$ cat config.mk
export PLATFORM = sky130hd
export DESIGN_NAME = fetch_stage
export DESIGN_NICKNAME = d
export VERILOG_FILES = /design/src/rtl/fetch_stage_pkg.sv /design/src/rtl/fetch_stage_if_id_reg.sv /design/src/rtl/fetch_stage.sv
export SDC_FILE = /design/constraint.sdc
export NUM_CORES = 1
export LEC_CHECK = 0
export BUFFER_PORTS_ARGS = -buffer_cell sky130_fd_sc_hd__buf_4
export CORE_UTILIZATION = 45
export DETAILED_ROUTE_END_ITERATION = 7
export GPL_TIMING_DRIVEN = 0
export PLACE_DENSITY = 0.69
export SKIP_LAST_GASP = 1
export SYNTH_ARGS = -nofsm -noshare
export SYNTH_HDL_FRONTEND = slang
export SYNTH_HIERARCHICAL = 1
export SYNTH_SLANG_ARGS = --single-unit
$ cat constraint.sdc
create_clock -name clk -period 3.5 [get_ports clk]
set_input_delay 0.7 -clock clk [delete_from_list [all_inputs] [get_ports clk]]
set_output_delay 0.7 -clock clk [all_outputs]
set_load 0.1 [all_outputs]
$ cat src/rtl/fetch_stage_pkg.sv
// Shared definitions for the instruction fetch stage: FSM state encoding,
// bubble word, PC step and small PC arithmetic helpers.
package fetch_stage_pkg;

    // REQ: a fetch of the current PC is outstanding.
    // BUF: one fetched word is parked in the skid buffer waiting for decode.
    typedef enum logic [0:0] {
        ST_REQ = 1'b0,
        ST_BUF = 1'b1
    } fetch_state_e;

    // Instruction word presented in IF/ID when it holds a bubble.
    localparam logic [31:0] NOP_WORD      = 32'h0000_0000;

    // Sequential PC step (one 32-bit instruction).
    localparam logic [31:0] PC_INC        = 32'h0000_0004;

    // Clears the byte-offset bits of a redirect target.
    localparam logic [31:0] PC_ALIGN_MASK = 32'hFFFF_FFFC;

    // Next sequential PC; the addition wraps modulo 2^32 by construction.
    function automatic logic [31:0] pc_next(input logic [31:0] pc);
        return pc + PC_INC;
    endfunction

    // Word-aligned version of a redirect address.
    function automatic logic [31:0] pc_align(input logic [31:0] addr);
        return addr & PC_ALIGN_MASK;
    endfunction

endpackage

$ cat src/rtl/fetch_stage_if_id_reg.sv
// IF/ID pipeline register: holds the PC, instruction word and valid flag of
// the instruction handed to decode. Loads on we, clears on rst or clr.
import fetch_stage_pkg::*;

module if_id_reg (
    input  logic        clk,
    input  logic        rst,
    input  logic        clr,
    input  logic        we,
    input  logic [31:0] pc_in,
    input  logic [31:0] inst_in,
    input  logic        valid_in,
    output logic [31:0] pc_out,
    output logic [31:0] inst_out,
    output logic        valid_out
);

    // Register update: clear has priority over load, otherwise hold.
    always_ff @(posedge clk) begin
        if (rst || clr) begin
            pc_out    <= 32'h0000_0000;
            inst_out  <= NOP_WORD;
            valid_out <= 1'b0;
        end else if (we) begin
            pc_out    <= pc_in;
            inst_out  <= inst_in;
            valid_out <= valid_in;
        end else begin
            pc_out    <= pc_out;
            inst_out  <= inst_out;
            valid_out <= valid_out;
        end
    end

endmodule

$ cat src/rtl/fetch_stage.sv
// Instruction fetch stage: owns the PC, a two-state fetch FSM and a one-entry
// skid buffer that catches a returning word while decode is stalled.
import fetch_stage_pkg::*;

module fetch_stage #(
    parameter logic [31:0] RESET_PC = 32'h0000_0000
) (
    input  logic        clk,
    input  logic        rst,
    input  logic        IF_ID_Write,
    input  logic        flush,
    input  logic [31:0] target_PC,
    output logic        imem_req,
    output logic [31:0] imem_addr,
    input  logic        imem_ready,
    input  logic [31:0] imem_rdata,
    output logic [31:0] PC_number_out,
    output logic [31:0] inst_out,
    output logic        valid_out
);

    fetch_state_e state_r;
    logic [31:0]  pc_r;
    logic [31:0]  buf_pc_r;
    logic [31:0]  buf_inst_r;

    logic         ifid_we_s;
    logic         ifid_clr_s;
    logic [31:0]  ifid_pc_s;
    logic [31:0]  ifid_inst_s;
    logic         ifid_valid_s;

    // The memory request is a pure function of state so it never depends on
    // the response it is waiting for.
    assign imem_req  = (state_r == ST_REQ) && !rst;
    assign imem_addr = pc_r;

    // IF/ID write control: a flush squashes whatever arrives this cycle;
    // otherwise decode receives either the live memory word, a bubble, or
    // the parked skid-buffer entry.
    always_comb begin
        ifid_we_s    = 1'b0;
        ifid_clr_s   = 1'b0;
        ifid_pc_s    = pc_r;
        ifid_inst_s  = NOP_WORD;
        ifid_valid_s = 1'b0;
        if (flush) begin
            ifid_clr_s = 1'b1;
        end else begin
            case (state_r)
                ST_REQ: begin
                    if (IF_ID_Write) begin
                        ifid_we_s = 1'b1;
                        if (imem_ready) begin
                            ifid_inst_s  = imem_rdata;
                            ifid_valid_s = 1'b1;
                        end else begin
                            ifid_inst_s  = NOP_WORD;
                            ifid_valid_s = 1'b0;
                        end
                    end else begin
                        ifid_we_s = 1'b0;
                    end
                end
                ST_BUF: begin
                    if (IF_ID_Write) begin
                        ifid_we_s    = 1'b1;
                        ifid_pc_s    = buf_pc_r;
                        ifid_inst_s  = buf_inst_r;
                        ifid_valid_s = 1'b1;
                    end else begin
                        ifid_we_s = 1'b0;
                    end
                end
                default: begin
                    ifid_we_s = 1'b0;
                end
            endcase
        end
    end

    // Fetch FSM, PC and skid buffer. Reset beats flush, flush beats
    // everything else; a word returned while decode is stalled is parked
    // and the PC advances so the next fetch is already lined up.
    always_ff @(posedge clk) begin
        if (rst) begin
            state_r    <= ST_REQ;
            pc_r       <= RESET_PC;
            buf_pc_r   <= 32'h0000_0000;
            buf_inst_r <= NOP_WORD;
        end else if (flush) begin
            state_r    <= ST_REQ;
            pc_r       <= pc_align(target_PC);
            buf_pc_r   <= 32'h0000_0000;
            buf_inst_r <= NOP_WORD;
        end else begin
            case (state_r)
                ST_REQ: begin
                    if (imem_ready) begin
                        pc_r <= pc_next(pc_r);
                        if (IF_ID_Write) begin
                            state_r <= ST_REQ;
                        end else begin
                            state_r    <= ST_BUF;
                            buf_pc_r   <= pc_r;
                            buf_inst_r <= imem_rdata;
                        end
                    end else begin
                        state_r <= ST_REQ;
                    end
                end
                ST_BUF: begin
                    if (IF_ID_Write) begin
                        state_r <= ST_REQ;
                    end else begin
                        state_r <= ST_BUF;
                    end
                end
                default: begin
                    state_r <= ST_REQ;
                end
            endcase
        end
    end

    if_id_reg u_if_id_reg (
        .clk       (clk),
        .rst       (rst),
        .clr       (ifid_clr_s),
        .we        (ifid_we_s),
        .pc_in     (ifid_pc_s),
        .inst_in   (ifid_inst_s),
        .valid_in  (ifid_valid_s),
        .pc_out    (PC_number_out),
        .inst_out  (inst_out),
        .valid_out (valid_out)
    );

endmodule

# After elaboration in Yosys (flattened, before gate mapping)
# Cells that the tools add are included.
# word_totals
out_inout_bits	98
register_bits	162
in_bits	69
elab_cells	41
# classes
n_bitwise	2
add_sub_neg	1
eq_ne	1
muxes	21
reduce_logical	8
# ops
op	n
$mux 32	10
$pmux 32 s2	1
$add 32x3->32 const B	1
$mux 1	8
$pmux 1 s2	2
$reduce_and 2->1	2
$reduce_and 3->1	1
$ne 2x2->1 const B	1
$not 1->1	2
$reduce_bool 2->1	1
$reduce_or 2->1	1
$logic_and 1x1->1	1
$logic_not 1->1	1
$logic_or 1x1->1	1

# Longest topological paths before layout
# depth
word_depth	4
mapped_depth	8

# Hierarchy
# Netlist, hierarchy kept.
# by_module_without_submodules
mod	instances	seq_area_each_um2	area_each_um2	cells_per_inst
fetch_stage	1	1901.8	4922.2	644
if_id_reg	1	1301.2	2338.5	210

# Worst setup path after synthesis
# Ideal clock, no wire load.
# synth_timing
path_type	in2out
from	input port rst
to	output port imem_req
t_arrival_ps	2347
path_buffers	2
required_ps	2800
setup_slack_ps	453
cell_stages	3
path_cell_list	clkbuf_1 > clkbuf_1 > nor2_1
# synth_between
elab_chain_cells	2
# synth_rtl
item	line_no	rtl
start: declaration	fetch_stage.sv:9	input logic rst,
$logic_not 1->1	fetch_stage.sv:35	assign imem_req = (state_r == ST_REQ) && !rst;
$logic_and 1x1->1	fetch_stage.sv:35	
end: declaration	fetch_stage.sv:13	output logic imem_req,
# No other way between the ends.

# Worst setup path after layout
# layout_timing
from	register state_r
to	output port imem_req
# layout_between
elab_chain_cells	2
# layout_rtl
item	line_no	rtl
start: declaration	fetch_stage.sv:22	fetch_state_e state_r;
start signal: assignment	fetch_stage.sv:87	state_r <= ST_REQ;
start signal: assignment	fetch_stage.sv:92	state_r <= ST_REQ;
start signal: assignment	fetch_stage.sv:102	state_r <= ST_REQ;
$not 1->1 (no line)	n/a	
$logic_and 1x1->1	fetch_stage.sv:35	
# No other way between the ends.

==> run metrics <==
Reg clk slew, reported paths 60 ps; Synth area leader dfxtp_1; Max Clock Skew 6.93 ps; clock buffer depth 2; delay-heaviest family, CP buffers and inverters; CTS tree yes; Crit Path Class register to output pin; cell row count 46; Die Y 129 microns; Initial Util 0.459; Antenna diodes 0; setup tns final 0 ps; EDFF count, synth 0; top_reg_cell synth dfxtp_1; power per cell area 507 nW/um^2; Cell Area, Placed 8750 sq um; final WL 20.4 mm; RR Startpoint imem_addr[4]; share of cells above drive strength 1 0.235; vias in the first global route 6238; WP buf/inv 3; status complete, no violations; initial antenna violation count 0; remaining global-route overflow 0; Worst setup EP type output pin; Root Buffer clkbuf_16; I/O Buffers 162; Reg2Reg Depth 4; Final Slew Violations 0; Mapped Cells 854; # setup viols final 0; Seq/Total Area, Yosys 0.441; maxcap violations 0; setup bufs post-CTS 0; synthesized cell area 7260 sq um; synthesis-to-finish area growth 30.1%; Hold Crit Class register to register; Worst Hold End buf_pc_r[1]; Async S/R FF share, synth 0; clock latency on the worst-skew pair 420 ps; Critical Path Slowest Stage Cell buf_1; total CTS buffers 17; io pins 167; Worst path max stage delay 430 ps; Seq cells post-synth 160; Period Utilization, post-route 0.772; Leak 3.71 nW; FF-to-FF End imem_addr[28]; final hold vios 0; Syn Area/Cell 8.50 sq um; HPWL reported at the end of detailed placement 14.3 mm; RSZ-0062 raised after global routing no; die width 129 microns; Hold Buf Count CTS 0; CTS H-tree depth 4; initial DRC count 426; post-CTS sizing 0; crit path DAT 2000 ps; critical path peak fanout 10; Die Area 16600 sq um; FMAX 370 MHz; crit path from state_r; reg2reg setup slack 1100 ps; core area 15800 sq um; RD Place Congestion 0.883; Startpoint Class register; Critical Path RT 2800 ps; Synthesis Warnings 6; drc violations 0; final net count 1106; GRT Overall Usage 0.250; hold slack 449 ps; unique cell type count in the Yosys netlist 53; VDD IR max 0.352 mV; Wirelength per Cell 16.1 microns; largest net degree at the start of global routing 17; Rel. slew slack 0.332; CP Cell Sequence clkbuf_1 > buf_1 > nor2_1 > buf_4; HP Start buf_pc_r[1]; Yosys top cell area share 0.441; Design Area, Final 9440 sq um; clock sinks 160; Vias/cell 5.39; TritonRoute pass-1 iters 5; minimum clock period 2700 ps; top post-synthesis cells by area dfxtp_1 (44%), mux2i_1 (9.1%), nand2_1 (7.8%); measured slew at the worst slew-check pin 987 ps; WHS Path Cells 2; most frequent cells in the layout buf_4 (167), dfxtp_1 (160), nand2_1 (150), nor2_1 (131), mux2i_1 (66); first-pass GRT wire length 32.0 mm; via count 6812; leading cell type in the layout, fill and taps excluded buf_4; antenna-violating nets left 0
cells by family (layout without fill, tap and decap cells):
logic type,after synthesis,count (layout),share of synthesized area
and+or+nand+nor,367,367,0.227
DFF,160,160,0.441
xor gates and xnor gates,10,10,0.0121
muxes,96,96,0.138
adders and majority gates,1,1,0.00172
AOI/OAI and AO/OA,141,141,0.126
other,1,2,0.000516
buffers and inverters,78,271,0.0539
flip-flops by register name (all words and copies together), names as in the netlist:
| signal | cells |
|---|---|
| imem_addr | 30 |
| u_if_id_reg/pc_out | 32 |
| u_if_id_reg/inst_out | 32 |
| state_r | 1 |
| u_if_id_reg/valid_out | 1 |
| buf_pc_r | 32 |
| buf_inst_r | 32 |
synth_stat cells, types with 2 or more instances:
cell type,instances
buf_1,9
nand3_1,12
xnor2_1,5
nand2_1,150
dfxtp_1,160
a2111oi_0,4
or4_1,5
o31ai_1,5
nand4_1,9
o211ai_1,3
mux2i_1,66
mux2_2,30
and3_1,6
buf_6,10
a211oi_1,14
xor2_1,5
clkbuf_1,39
o21ai_0,3
a211o_1,3
nor4_1,8
or3_1,3
a31oi_1,2
a311oi_1,8
buf_4,5
a21oi_1,63
nor3_1,11
nand4b_1,2
and4_1,8
nand4_2,2
and2_1,4
nor3b_1,2
buf_2,4
nor2_1,131
a22oi_1,32
nor2b_1,4
inv_1,10
layer usage:
metal	share of wire	GRT usage	vias up
li1	-	-	3324
met1	0.44	0.332	3211
met2	0.46	0.387	239
met3	0.072	0.0623	38
met4	0.025	0.104	0
met5	0	0	-
per-stage QoR:
| step | setup WS, ps | utilization | std cells | power, mW |
|---|---|---|---|---|
| finish | 797 | 0.597 | 1264 | 4.79 |
| global route | 653 | 0.597 | 1264 | 4.95 |
| CTS | 763 | 0.597 | 1264 | 4.82 |
| detailed placement | 441 | 0.553 | 1233 | 2.64 |
| global placement | 467 | 0.553 | 1233 | 2.64 |
| floorplan | 453 | - | 855 | 2.43 |
worst max-delay path by stage:
stage | endpoint | slack, ps | cells after the start
2_1_floorplan | imem_req | 450 | 3
4_1_cts | imem_req | 760 | 4
3_5_place_dp | u_if_id_reg/pc_out[22] | 440 | 9
5_1_grt | imem_req | 650 | 4
6_report | imem_req | 800 | 4
3_3_place_gp | u_if_id_reg/pc_out[22] | 470 | 9
worst min-delay path, stage by stage (launching register included):
cell	delay, ps
dfxtp_1	290
inv_1	60
nor3_1	50
report_power, final:
part | switching (mW) | internal, mW | total (mW) | leakage [nW]
sequential | 0.0621 | 1.87 | 1.93 | 1.30
combinational | 0.472 | 0.208 | 0.680 | 2.07
clock | 0.739 | 1.44 | 2.18 | 0.333
total | 1.27 | 3.52 | 4.79 | 3.71
cell type report:
| type | instances | area [sq um] |
|---|---|---|
| timing repair buffer | 162 | 1220 |
| clock inverter | 10 | 231 |
| tap | 216 | 270 |
| buffer | 67 | 350 |
| fill | 1469 | 6380 |
| sequential | 160 | 3200 |
| clock buffer | 21 | 460 |
| multi-input combinational | 617 | 3670 |
| inverter | 11 | 41.3 |
Note: power is estimated with default switching activity, not from simulation.
